**src/rtl/core_biu_arbiter.sv**
```systemverilog
`default_nettype none
// ============================================================================
//  Module   : core_biu_arbiter
//  Purpose  : Shares the single BIU memory port between the instruction-fetch
//             requester (IFU) and the load/store requester (LSU). One
//             transaction is outstanding at a time. LSU wins ties, but an
//             anti-starvation counter forces an IFU grant after STARVE_MAX
//             consecutive LSU grants while fetch is waiting.
//  Revision : 1.0 - initial release
// ============================================================================
module core_biu_arbiter #(
    parameter int XLEN       = 32,
    parameter int STARVE_MAX = 4,
    parameter int CNT_W      = 3
) (
    input  logic            clk,
    input  logic            rst_n,
    // instruction fetch requester
    input  logic            ifu_req_valid,
    output logic            ifu_req_ready,
    input  logic [XLEN-1:0] ifu_req_addr,
    output logic            ifu_rsp_valid,
    output logic [XLEN-1:0] ifu_rsp_data,
    input  logic            ifu_flush,
    // load/store requester
    input  logic            lsu_req_valid,
    output logic            lsu_req_ready,
    input  logic [XLEN-1:0] lsu_req_addr,
    input  logic            lsu_req_wen,
    input  logic [XLEN-1:0] lsu_req_wdata,
    output logic            lsu_rsp_valid,
    output logic [XLEN-1:0] lsu_rsp_data,
    // memory port towards the BIU
    output logic            mem_req_valid,
    input  logic            mem_req_ready,
    output logic [XLEN-1:0] mem_addr,
    output logic            mem_wen,
    output logic [XLEN-1:0] mem_wdata,
    input  logic            mem_rsp_valid,
    input  logic [XLEN-1:0] mem_rdata,
    // status
    output logic            arb_busy
);

    // FSM encoding
    localparam logic [1:0] c_IDLE = 2'd0;
    localparam logic [1:0] c_REQ  = 2'd1;
    localparam logic [1:0] c_WAIT = 2'd2;

    // owner encoding
    localparam logic c_OWN_IFU = 1'b0;
    localparam logic c_OWN_LSU = 1'b1;

    localparam logic [CNT_W-1:0] c_STARVE_MAX = CNT_W'(STARVE_MAX);
    localparam logic [CNT_W-1:0] c_CNT_ONE    = CNT_W'(1);

    logic [1:0]       r_state;
    logic             r_owner;
    logic             r_kill;
    logic [CNT_W-1:0] r_starve_cnt;

    logic w_idle;
    logic w_ifu_forced;
    logic w_lsu_win;
    logic w_ifu_win;
    logic w_ifu_flush_hit;
    logic w_kill_now;

    // Grant decision: only taken in IDLE. LSU wins unless fetch has been
    // starved for STARVE_MAX consecutive LSU grants.
    assign w_idle       = (r_state == c_IDLE);
    assign w_ifu_forced = ifu_req_valid && (r_starve_cnt == c_STARVE_MAX);
    assign w_lsu_win    = w_idle && lsu_req_valid && !w_ifu_forced;
    assign w_ifu_win    = w_idle && ifu_req_valid && !w_lsu_win;

    // Handshake ready is the grant itself, so it is high for exactly the
    // IDLE cycle in which the request is captured.
    assign ifu_req_ready = w_ifu_win;
    assign lsu_req_ready = w_lsu_win;

    // A flush only matters while a fetch owns the bus; a flush arriving in
    // the same cycle as the response must also suppress that response.
    assign w_ifu_flush_hit = ifu_flush && (r_owner == c_OWN_IFU);
    assign w_kill_now      = r_kill || w_ifu_flush_hit;

    assign arb_busy = (r_state != c_IDLE);

    // Arbitration FSM with registered bus request, response routing,
    // flush-kill tracking and the starvation counter.
    always_ff @(posedge clk or negedge rst_n) begin
        if (!rst_n) begin
            r_state       <= c_IDLE;
            r_owner       <= c_OWN_IFU;
            r_kill        <= 1'b0;
            r_starve_cnt  <= '0;
            mem_req_valid <= 1'b0;
            mem_addr      <= '0;
            mem_wen       <= 1'b0;
            mem_wdata     <= '0;
            ifu_rsp_valid <= 1'b0;
            ifu_rsp_data  <= '0;
            lsu_rsp_valid <= 1'b0;
            lsu_rsp_data  <= '0;
        end else begin
            // response strobes are single-cycle pulses
            ifu_rsp_valid <= 1'b0;
            lsu_rsp_valid <= 1'b0;

            case (r_state)
                c_IDLE: begin
                    r_kill <= 1'b0;
                    if (w_lsu_win) begin
                        r_owner       <= c_OWN_LSU;
                        mem_addr      <= lsu_req_addr;
                        mem_wen       <= lsu_req_wen;
                        mem_wdata     <= lsu_req_wdata;
                        mem_req_valid <= 1'b1;
                        r_state       <= c_REQ;
                    end else if (w_ifu_win) begin
                        r_owner       <= c_OWN_IFU;
                        mem_addr      <= ifu_req_addr;
                        mem_wen       <= 1'b0;
                        mem_wdata     <= '0;
                        mem_req_valid <= 1'b1;
                        r_state       <= c_REQ;
                    end

                    // count LSU grants that overtook a waiting fetch
                    if (!ifu_req_valid || w_ifu_win) begin
                        r_starve_cnt <= '0;
                    end else if (w_lsu_win && (r_starve_cnt != c_STARVE_MAX)) begin
                        r_starve_cnt <= r_starve_cnt + c_CNT_ONE;
                    end
                end

                c_REQ: begin
                    if (w_ifu_flush_hit) begin
                        r_kill <= 1'b1;
                    end
                    // request stays presented until the BIU takes it
                    if (mem_req_ready) begin
                        mem_req_valid <= 1'b0;
                        r_state       <= c_WAIT;
                    end
                end

                c_WAIT: begin
                    if (w_ifu_flush_hit) begin
                        r_kill <= 1'b1;
                    end
                    if (mem_rsp_valid) begin
                        r_state <= c_IDLE;
                        r_kill  <= 1'b0;
                        if (r_owner == c_OWN_LSU) begin
                            lsu_rsp_valid <= 1'b1;
                            lsu_rsp_data  <= mem_wen ? '0 : mem_rdata;
                        end else if (!w_kill_now) begin
                            ifu_rsp_valid <= 1'b1;
                            ifu_rsp_data  <= mem_rdata;
                        end
                    end
                end

                default: begin
                    r_state       <= c_IDLE;
                    r_kill        <= 1'b0;
                    mem_req_valid <= 1'b0;
                end
            endcase
        end
    end

endmodule
`default_nettype wire

```
**config.mk**
```make
export PLATFORM = sky130hd
export DESIGN_NAME = core_biu_arbiter
export DESIGN_NICKNAME = d
export VERILOG_FILES = /design/src/rtl/core_biu_arbiter.sv
export SDC_FILE = /design/constraint.sdc
export NUM_CORES = 1
export LEC_CHECK = 0
export CORE_AREA = 2 2 133 135
export CTS_CLUSTER_DIAMETER = 50
export CTS_CLUSTER_SIZE = 28
export DETAILED_ROUTE_END_ITERATION = 6
export DIE_AREA = 0 0 135 137
export PLACE_DENSITY = 0.71
export SLEW_MARGIN = 10
export SYNTH_ARGS = -nofsm -noshare
export SYNTH_HDL_FRONTEND = slang
export SYNTH_SLANG_ARGS = --single-unit
```
**constraint.sdc**
```tcl
create_clock -name clk -period 2.85 [get_ports clk]
set_input_delay 0.57 -clock clk [delete_from_list [all_inputs] [get_ports clk]]
set_output_delay 0.57 -clock clk [all_outputs]
set_load 0.02 [all_outputs]
```
Word level (Yosys, flattened, before mapping)

Cells that the tools add are included.

Memories: 0
Bits in latches: 0
Bits in writable memories: 0
Word-level logic and storage cells: 74
Bits in registers: 139
ROM bits: 0

Order comparisons: 0
Multipliers: 0
Divide/modulo/power cells: 0
Multiplexer cells: 29
Equal/unequal tests: 7
Reductions and logical operators: 22
$add $sub $neg: 1
Shift operators: 0
Bitwise operators: 3

Operators with widths:

| kind                                                                  | number |
|---|---|
| 32-bit 2-to-1 mux                                                     | 5 |
| 1-bit 2-to-1 mux                                                      | 15 |
| 3-bit AND reduction                                                   | 3 |
| 2-bit 2-to-1 mux                                                      | 4 |
| 1-bit logical AND                                                     | 7 |
| 3-bit 2-to-1 mux                                                      | 2 |
| 2-bit one-hot mux with 3 select lines                                 | 1 |
| 2-bit nonzero test                                                    | 3 |
| 2-bit != test, second input constant                                  | 2 |
| 2-bit AND reduction                                                   | 2 |
| 4-bit AND reduction                                                   | 1 |
| 3-bit by 1-bit adder with 3-bit output, second input constant         | 1 |
| 3-bit equality test, second input constant                            | 1 |
| 1-bit zero test                                                       | 3 |
| 3-bit by 1-bit != test with 1-bit output, second input constant       | 1 |
| 3-bit != test, second input constant                                  | 1 |
| 1-bit inverter                                                        | 3 |
| 1-bit one-hot mux with 3 select lines                                 | 1 |
| 2-bit by 1-bit equality test with 1-bit output, second input constant | 1 |
| 2-bit equality test, second input constant                            | 1 |
| 2-bit zero test                                                       | 1 |
| 1-bit logical OR                                                      | 2 |
| 1-bit one-hot mux with 2 select lines                                 | 1 |

Logic depth before layout (Yosys ltp)

Gate-level depths: netlist of run 1.

Word-level depth: 9
Gate-level depth with buffers: 9
Gate-level depth less buffers: 5

Worst setup path after synthesis of run 1

No wires, ideal clock.

Path kind: register to output
Start: register r_state[0]
End: output port ifu_req_ready
Buffers on the path: 3
Slack: 527 ps
Data required time: 2280 ps
Data arrival time: 1753 ps
Stages on the path, launching flop included: 9
Cell sequence: dfrtp_1 inv_1 ha_1 and2_1 buf_2 and2_1 buf_2 buf_2 nor2_1

Longest elaborated chain between the ends: 5

Ends and longest elaborated chain:

| element                        | RTL line | RTL |
|---|---|---|
| start: declaration             | 57       | `logic [1:0] r_state;` |
| start signal: assignment       | 92       | `r_state <= c_IDLE;` |
| start signal: assignment       | 118      | `r_state <= c_REQ;` |
| start signal: assignment       | 125      | `r_state <= c_REQ;` |
| 2-bit zero test                | 71       | `assign w_idle = (r_state == c_IDLE);` |
| net w_idle                     | 62       | `logic w_idle;` |
| 1-bit logical AND (2 in a row) | 73       | `assign w_lsu_win = w_idle && lsu_req_valid && !w_ifu_forced;` |
| net lsu_req_ready              | 27       | `output logic lsu_req_ready,` |
| 1-bit zero test                | 74       | `assign w_ifu_win = w_idle && ifu_req_valid && !w_lsu_win;` |
| 1-bit logical AND              | 74       |  |
| end: declaration               | 20       | `output logic ifu_req_ready,` |

The timed path passes the listed nets, and every way through them passes these cells.

Worst setup path in the final report of run 1

Start: register r_state[0]
End: output port arb_busy

Longest elaborated chain between the ends: 1

Ends and longest elaborated chain:

| element            | RTL line | RTL |
|---|---|---|
| 2-bit nonzero test | 86       | `assign arb_busy = (r_state != c_IDLE);` |
| end: declaration   | 42       | `output logic arb_busy` |

Every way passes these cells.

==> results of run 1 <==
metal layers:
metal	track usage, %	wire length [microns]	up-vias
met1	22.9	7120	2439
met2	29.5	7950	247
met3	6.22	1450	19
met5	0	0	-
li1	-	-	2308
met4	6.54	269	0
logic make-up after synthesis:
logic type / share of synthesized area, %
compound gates: 15.2
fa+ha+maj: 1.49
buf+inv: 3.48
flops: 59.3
mux: 6.53
simple gates: 14.0
path summary, 6_finish.rpt:
| check | from | endpoint | slack (ps) | cells past startpoint |
|---|---|---|---|---|
| setup / recovery | r_state[0]$_DFFE_PN0P_ | arb_busy | 160 | 5 |
| max in group asynchronous | rst_n | mem_addr[18]$_DFFE_PN0P_ | 2070 | 2 |
| hold / removal | rst_n | ifu_rsp_data[11]$_DFFE_PN0P_ | 70 | 1 |
| setup reg to reg | r_state[1]$_DFFE_PN0P_ | mem_wdata[6]$_DFFE_PN0P_ | 870 | 6 |
| min in group clk | lsu_rsp_data[13]$_DFFE_PN0P_ | lsu_rsp_data[13]$_DFFE_PN0P_ | 480 | 2 |
| hold reg to reg | lsu_rsp_data[13]$_DFFE_PN0P_ | lsu_rsp_data[13]$_DFFE_PN0P_ | 480 | 2 |
cell usage after synthesis (all sizes together):
cell type and n:
mux2 34, nor3 1, nand2b 33, nor4 1, a22o 33, inv 7
o221a 1, buf 13, a21boi 1, a21o 1, dfrtp 139, o21ai 35
o32a 1, o2111ai 2, nor2 1, a211oi 1, clkbuf 25, o311ai 1
nand3 34, ha 7, o21a 1, nand2 99, o22ai 1, and2 3
nor2b 3, o211ai 32
critical path: cells and delay by family, from the launching register on:
kind	cells	cell delay [ps]
adder cells (fa/ha/maj)	1	230
flip-flops	1	400
buffers and inverters	4	1070
through the flow:
stage / utilization, % / cell area (sq um)
after floorplan: - / 5860
after global placement: 51.7 / 8820
after detailed placement: 51.7 / 8820
after CTS: 55.4 / 9440
after global routing: 55.4 / 9450
final: 55.4 / 9450
layout by cell type (no fill, tap or decap), types with 2 or more instances in the layout:
cell / netlist / final
clkdlybuf4s50_1: 0 / 267
dfrtp_1: 139 / 139
nand2_1: 99 / 99
a22o_1: 33 / 33
nand2b_1: 33 / 33
mux2_2: 32 / 32
nand3_1: 33 / 32
o21ai_0: 31 / 31
o211ai_2: 20 / 20
clkbuf_16: 0 / 17
buf_4: 0 / 13
o211ai_1: 12 / 12
inv_1: 7 / 7
ha_1: 7 / 7
nor2b_1: 3 / 3
o21ai_1: 4 / 3
bufinv_16: 0 / 3
clkinv_4: 0 / 3
and2_1: 3 / 2
nand3_2: 1 / 2
o2111ai_1: 2 / 2
mux2_1: 2 / 2
clkbuf_8: 0 / 2
clkinv_2: 0 / 2
inv_6: 0 / 2
buf_12: 0 / 2
power by group through the flow:
stage	Combinational [uW]	Sequential [uW]	Clock (uW)
2_1_floorplan	1790	4600	0
5_1_grt	5920	3640	2430
6_report	5540	3520	2270
3_3_place_gp	5480	3500	0
4_1_cts	5600	3530	2340
3_5_place_dp	5600	3530	0
area by class of cell:
class | count | area [sq um]
clock buffers | 20 | 457
clock inverters | 12 | 163
fillers | 1434 | 7610
inverters | 7 | 26.3
multi-input cells | 326 | 2200
flip-flops and latches | 139 | 3480
well taps | 225 | 282
repair buffers | 285 | 2840
sequential cells by signal, indices dropped and copies added (netlist names):
register and cells:
mem_wen 1, r_starve_cnt 3, r_state 2, mem_req_valid 1, ifu_rsp_valid 1, lsu_rsp_data 32, mem_addr 32, r_owner 1
ifu_rsp_data 32, r_kill 1, lsu_rsp_valid 1, mem_wdata 32
==> flow_metrics.tcl, run 1 <==
set metrics [dict create \
    hpwlAfterDp_microns 12200 \
    power_uw 11300 \
    start_util_pct 34.4 \
    syn_area_sq_mm 0.00586 \
    rows 48 \
    slowest_stage "clkdlybuf4s50_1" \
    gr-total-overflow 0 \
    grt.total_usage_pct 18.3 \
    whs_ps 70.8 \
    syn_avg_cell_area_sq_um 11.5 \
    fmax_ghz 0.372 \
    antenna_found_initial 0 \
    fp.dieH_microns 137 \
    worst_slew_pin_slew_ps 677 \
    root_buffer "clkbuf_16" \
    syn-num-nets 653 \
    rsz0062_at_grt "false" \
    dp_cells 982 \
    grt_max_degree 70 \
    grt_pass1_vias 5087 \
    fin_tns_setup_ps 0 \
    postRouteAntennaNets 0 \
    hold_path_class "in -> async" \
    die_area_sq_mm 0.0185 \
    start_kind "register" \
    p_int_uw 7060 \
    synth_seq_cells 139 \
    vias_per_cell 4.94 \
    cts_buffers 17 \
    grt_pass1_wl_microns 26300 \
    netSwitchingPower_uw 4260 \
    path_max_fanout 6 \
    fp.dieW_microns 135 \
    final_hold_viol_count 0 \
    dr.pass1.iters 4 \
    syn_inst 510 \
    p_clk_share_pct 20.1 \
    yosys.area.top_type "dfrtp_1" \
    layout.cells.non_filler 1014 \
    post-route-period-util_pct 94.3 \
    swShare_pct 37.6 \
    arrival_ps 2120 \
    power_leakage_uw 0.00411 \
    setup_viol 0 \
    gp_congestion 0.770 \
    drt_iter0_markers 215 \
    fp.coreArea_sq_mm 0.0171 \
    cts_setup_buffers 0 \
    io_pins 271 \
    cts_hold_repair.buffers 0 \
    worstPathRequired_ps 2280 \
    place_ws_ps 151 \
    final_nets 919 \
    synth_cell_type_count 31 \
    port_buffers 270 \
    cap_violations 0 \
    synth_top_area_share_pct 59.3 \
    wl_per_cell_microns 16.6 \
    cts.sinks 139 \
    end_kind "output pin" \
    skew_ps 9.08 \
    syn2layout_area_growth_pct 61.1 \
    cellPowerDensity_mw_per_mm2 1200 \
    vias 5013 \
    crit_type "reg -> out" \
    ys_warn_count 0 \
    slowest_delay_ps 670 \
    fin_ws_ps 163 \
    clkLatencyLatePin_ps 410 \
    path_clk_slew_ps 60 \
    drive_above_1_share_pct 13.3 \
    post-route-min-period_ps 2690 \
    status "finished clean" \
    synth_area_leaders "dfrtp_1 (59%), nand2_1 (6.3%), mux2_2 (6.1%), a22o_1 (4.9%), o211ai_2 (4.3%)" \
    slew_headroom_pct 54.9 \
    routed_wl_microns 16800 \
    seq_power_share_pct 31.0 \
    drc_errors 0 \
    cts_max_path_buffers 2 \
    cp_common_cell "inv_1" \
    critical_path.cell_chain "inv_1, ha_1, buf_4, inv_1, clkdlybuf4s50_1" \
    n_antenna_cell 0 \
    ys_seq_area_share_pct 59.3 \
    drv_slew 0 \
    comb_power_share_pct 48.9 \
    cts_tree "built" \
    cts.repair.resized 1 \
    ctsHtreeMaxLevel 4 \
    irDropWorstVdd_mv 0.595 \
]
Note: power is estimated with default switching activity, not from simulation.
==> run 2, diff against run 1 <==
Settings changed: CORE_AREA 2 2 133 135 to 2 2 118 120, DIE_AREA 0 0 135 137 to 0 0 120 122, PLACE_DENSITY 0.71 to 0.87.
==> run 2 against run 1 <==
  * Critical path depth is the same
  * Utilization grew 14 points
  * Clock power shrank 7%
  * Critical path type unchanged
==> flow_metrics.tcl, run 2 (same netlist as run 1, synthesis figures left out) <==
set metrics [dict create \
    r2r_end "mem_addr[30]$_DFFE_PN0P_" \
    post-route-period-util_pct 93.6 \
    cts_tree "built" \
    rows 43 \
    fmax_ghz 0.375 \
    vias_per_cell 5.20 \
    end_kind "output pin" \
    wl_per_cell_microns 17.5 \
    rsz0062_at_grt "false" \
    fp.coreArea_sq_mm 0.0135 \
    cp_common_cell "inv_1" \
    slew_headroom_pct 46.4 \
    skew_ps 10.1 \
    final_nets 917 \
    hpwlAfterDp_microns 12100 \
    status "finished clean" \
    cap_violations 0 \
    fill_cells 960 \
    fp.dieW_microns 120 \
    io_pins 271 \
    cts.sinks 139 \
    die_area_sq_mm 0.0146 \
    worstPathRequired_ps 2280 \
    fin_tns_setup_ps 0 \
    start_kind "register" \
    path_clk_slew_ps 60 \
    power_leakage_uw 0.00407 \
    vias 5031 \
    path_max_fanout 6 \
    critPathCapture "arb_busy" \
    critical_path.cell_chain "inv_1, ha_1, buf_4, inv_1, clkdlybuf4s50_1" \
    place_area_sq_mm 0.00875 \
    slowest_stage "clkdlybuf4s50_1" \
    dr.pass1.iters 4 \
    layout_common_cells "clkdlybuf4s50_1 (267), dfrtp_1 (139), nand2_1 (99)" \
    place_ws_ps 165 \
    regArea_sq_mm 0.00348 \
    final_hold_viol_count 0 \
    routed_wl_microns 16900 \
    drc_errors 0 \
    post-route-min-period_ps 2670 \
    crit_type "reg -> out" \
    cts_hold_repair.buffers 0 \
    gr-total-overflow 0 \
    ctsHtreeMaxLevel 4 \
    irDropWorstVdd_mv 0.648 \
    drt_iter0_markers 404 \
    grt_pass1_vias 5344 \
    fp.dieH_microns 122 \
    syn2layout_area_growth_pct 59.1 \
    grt_max_degree 78 \
    gp_congestion 0.767 \
    multi_input_area_sq_mm 0.00220 \
    fin_ws_ps 182 \
    drive_above_1_share_pct 13.1 \
    drv_slew 0 \
    rrSetupSlack_ps 710 \
    fin_area_sq_mm 0.00933 \
    cts_buffers 17 \
    port_buffers 270 \
    cellPowerDensity_mw_per_mm2 1200 \
    final_common_cell "clkdlybuf4s50_1" \
    cts_max_path_buffers 2 \
    grt.total_usage_pct 23.4 \
    clkLatencyLatePin_ps 410 \
    postRouteAntennaNets 0 \
    antenna_found_initial 0 \
    worst_slew_pin_slew_ps 804 \
    start_util_pct 43.4 \
    cp-startpoint "r_state[0]$_DFFE_PN0P_" \
    hold_path_class "in -> async" \
    reg2reg_from "r_state[0]$_DFFE_PN0P_" \
    fin_util_pct 69.1 \
    root_buffer "clkbuf_16" \
    slowest_delay_ps 650 \
    setup_viol 0 \
    r2r_cells 6 \
    arrival_ps 2100 \
    grt_pass1_wl_microns 26900 \
]
run 2: cell count changes in the layout (fill, tap and decap cells not counted):
cell / delta
clkinvlp_4: +2
clkinv_4: +1
bufinv_16: -2
diode_2: +1
buf_4: -2
inv_8: -1
run 2: area by class of cell:
| cell class | count | share of cell area (%) |
|---|---|---|
| flip-flops and latches | 139 | 37.3 |
| inverters | 7 | 0.282 |
| multi-input cells | 326 | 23.6 |
| repair buffers | 283 | 30.3 |
| diodes | 1 | 0.0268 |
| clock buffers | 20 | 4.90 |
| clock inverters | 12 | 1.23 |
| well taps | 180 | 2.41 |
run 2: worst min-delay path by stage:
stage / start / to / slack [ps] / cells past startpoint
detailed placement: lsu_rsp_data[0]$_DFFE_PN0P_ / lsu_rsp_data[0]$_DFFE_PN0P_ / 470 / 2
global placement: lsu_rsp_data[15]$_DFFE_PN0P_ / lsu_rsp_data[15]$_DFFE_PN0P_ / 460 / 2
floorplan: rst_n / ifu_rsp_data[0]$_DFFE_PN0P_ / 270 / 0
finish: rst_n / ifu_rsp_data[4]$_DFFE_PN0P_ / 200 / 1
global route: rst_n / ifu_rsp_data[4]$_DFFE_PN0P_ / 240 / 1
CTS: rst_n / ifu_rsp_data[10]$_DFFE_PN0P_ / 210 / 1
run 2: through the flow:
step                      cells  hold slack [ps]  total power (uW)
final                       968              196             11200
after floorplan             510              274              6390
after global placement      935              462              8910
after CTS                   967              207             11300
after global routing        967              238             11800
after detailed placement    935              470              9130
run 2: layer usage:
layer	vias up	wire length [microns]	global-route usage, %
met5	-	0	0
met4	0	232	8.31
met3	20	1630	7.77
met2	255	8250	38.1
met1	2447	6830	29.4
li1	2309	-	-
run 2: power by group:
| group | total, uW | leakage, uW | switching, uW | internal, uW |
|---|---|---|---|---|
| registers | 3540 | 0.00175 | 596 | 2950 |
| clock network | 2100 | 0.000273 | 845 | 1250 |
| logic | 5540 | 0.00205 | 2870 | 2670 |
| total | 11200 | 0.00407 | 4310 | 6870 |
run 2: critical path: cells and delay by family, from the launching register on:
| kind | cells | cell delay [ps] |
|---|---|---|
| buffers and inverters | 4 | 1050 |
| flip-flops | 1 | 390 |
| adder cells (fa/ha/maj) | 1 | 250 |
run 2: what timing repair did:
action,4_1_cts,5_1_grt
resized for setup,1,1
pin swaps,0,0
endpoints found under the setup margin,1,1
setup buffers,0,0
==> run 3, diff against run 2 <==
Settings changed: REMOVE_ABC_BUFFERS from default to 1.
==> run 3 against run 2 <==
  * Clock power down 2%
  * Via count grew 1.6%
  * Fmax rose by 1.5%
  * Critical path type unchanged
  * Setup slack improved by 41 ps
  * Flip-flop and latch count stayed put
  * Register-to-register slack better by 30 ps
  * Sequential share of layout area stayed put
  * Non-clock buffer count increased by 2
  * Clock skew is essentially flat
  * Sequential power about the same
  * Largest cell class unchanged
  * Wire length is 1.7% higher
==> flow_metrics.tcl, run 3 (same netlist as run 1, synthesis figures left out) <==
set metrics [dict create \
    routed_wl_microns 17200 \
    layout.cells.non_filler 969 \
    setup_viol 0 \
    clkLatencyLatePin_ps 410 \
    power_leakage_uw 0.00406 \
    post-route-min-period_ps 2630 \
    postRouteAntennaNets 0 \
    drv_slew 0 \
    cts_hold_repair.buffers 0 \
    wl_per_cell_microns 17.8 \
    die_area_sq_mm 0.0146 \
    fmax_ghz 0.381 \
    status "finished clean" \
    root_buffer "clkbuf_16" \
    post-route-period-util_pct 92.2 \
    r2r_cells 6 \
    rows 43 \
    rsz0062_at_grt "false" \
    place_area_sq_mm 0.00877 \
    grt_max_degree 66 \
    dr.pass1.iters 4 \
    cts_buffers 17 \
    arrival_ps 2060 \
    drive_above_1_share_pct 13.3 \
    grt.total_usage_pct 23.6 \
    final_common_cell "clkdlybuf4s50_1" \
    drt_iter0_markers 335 \
    drc_errors 0 \
    layout_common_cells "clkdlybuf4s50_1 (267), dfrtp_1 (139), nand2_1 (99)" \
    grt_pass1_vias 5141 \
    slew_headroom_pct 49.2 \
    final_hold_viol_count 0 \
    grt_pass1_wl_microns 26700 \
    final_nets 919 \
    worst_slew_pin_slew_ps 762 \
    start_kind "register" \
    r2r_end "mem_addr[3]$_DFFE_PN0P_" \
    hold_path_class "in -> async" \
    rrSetupSlack_ps 740 \
    reg2reg_from "r_state[1]$_DFFE_PN0P_" \
    cts.sinks 139 \
    path_max_fanout 6 \
    cts_tree "built" \
    antenna_found_initial 0 \
    fin_area_sq_mm 0.00933 \
    vias 5109 \
    skew_ps 9.82 \
    fp.dieH_microns 122 \
    crit_type "reg -> out" \
    end_kind "output pin" \
    cap_violations 0 \
    ctsHtreeMaxLevel 4 \
    worstPathRequired_ps 2280 \
    irDropWorstVdd_mv 0.578 \
    gp_congestion 0.822 \
    vias_per_cell 5.27 \
    fp.coreArea_sq_mm 0.0135 \
    cellPowerDensity_mw_per_mm2 1200 \
    syn2layout_area_growth_pct 59.1 \
    whs_ps 68.4 \
    start_util_pct 43.4 \
    dp_cells 937 \
    fin_ws_ps 223 \
    fp.dieW_microns 120 \
    gr-total-overflow 0 \
    n_antenna_cell 0 \
    place_ws_ps 108 \
    port_buffers 270 \
    cts_max_path_buffers 2 \
    hpwlAfterDp_microns 12500 \
    io_pins 271 \
    path_clk_slew_ps 60 \
]
-- run 3: metrics by stage --
| step | setup TNS [ps] | utilization (%) | total power (uW) |
|---|---|---|---|
| CTS | 0 | 69.1 | 11300 |
| detailed placement | 0 | 64.9 | 9170 |
| finish | 0 | 69.1 | 11200 |
| floorplan | -46080 | - | 6290 |
| global placement | 0 | 64.9 | 8950 |
| global route | 0 | 69.1 | 11800 |
-- run 3: cell type report --
class,instances,area [sq um]
repair buffers,285,2840
inverters,7,26.3
clock inverters,13,116
multi-input cells,326,2200
clock buffers,19,443
fillers,956,4180
well taps,180,225
flip-flops and latches,139,3480
-- run 3: how the worst max path moves through the flow --
stage	from	end	slack (ps)	depth (start not counted)
after floorplan	r_state[0]$_DFFE_PN0P_	ifu_req_ready	-1230	5
after global placement	ifu_req_valid	ifu_req_ready	120	5
after detailed placement	ifu_req_valid	ifu_req_ready	110	5
after CTS	r_state[0]$_DFFE_PN0P_	lsu_req_ready	60	5
after global routing	r_state[0]$_DFFE_PN0P_	arb_busy	130	5
final	r_state[0]$_DFFE_PN0P_	arb_busy	220	5
-- run 3: routing by layer --
layer / share of wire [%] / GRT usage, % / up-vias
met5: 0 / 0 / -
met4: 1.8 / 8.53 / 0
met3: 7.9 / 7.30 / 28
met2: 50 / 39.5 / 250
met1: 40 / 28.8 / 2518
li1: - / - / 2313
-- run 3: critical path: stages (launching register included) --
cell	delay [ps]
dfrtp_1	400
inv_1	100
ha_1	230
buf_4	170
inv_1	110
clkdlybuf4s50_1	640
-- run 3: report_power, final --
group	switching, uW	internal, uW
clock	838	1220
combinational	2900	2700
sequential	581	2950
total	4320	6870
-- run 3: timing repair --
action	in CTS	in global routing
gates resized for setup	1	1
buffers inserted	0	0
endpoints found under the hold margin	0	0
endpoints found under the setup margin	1	1
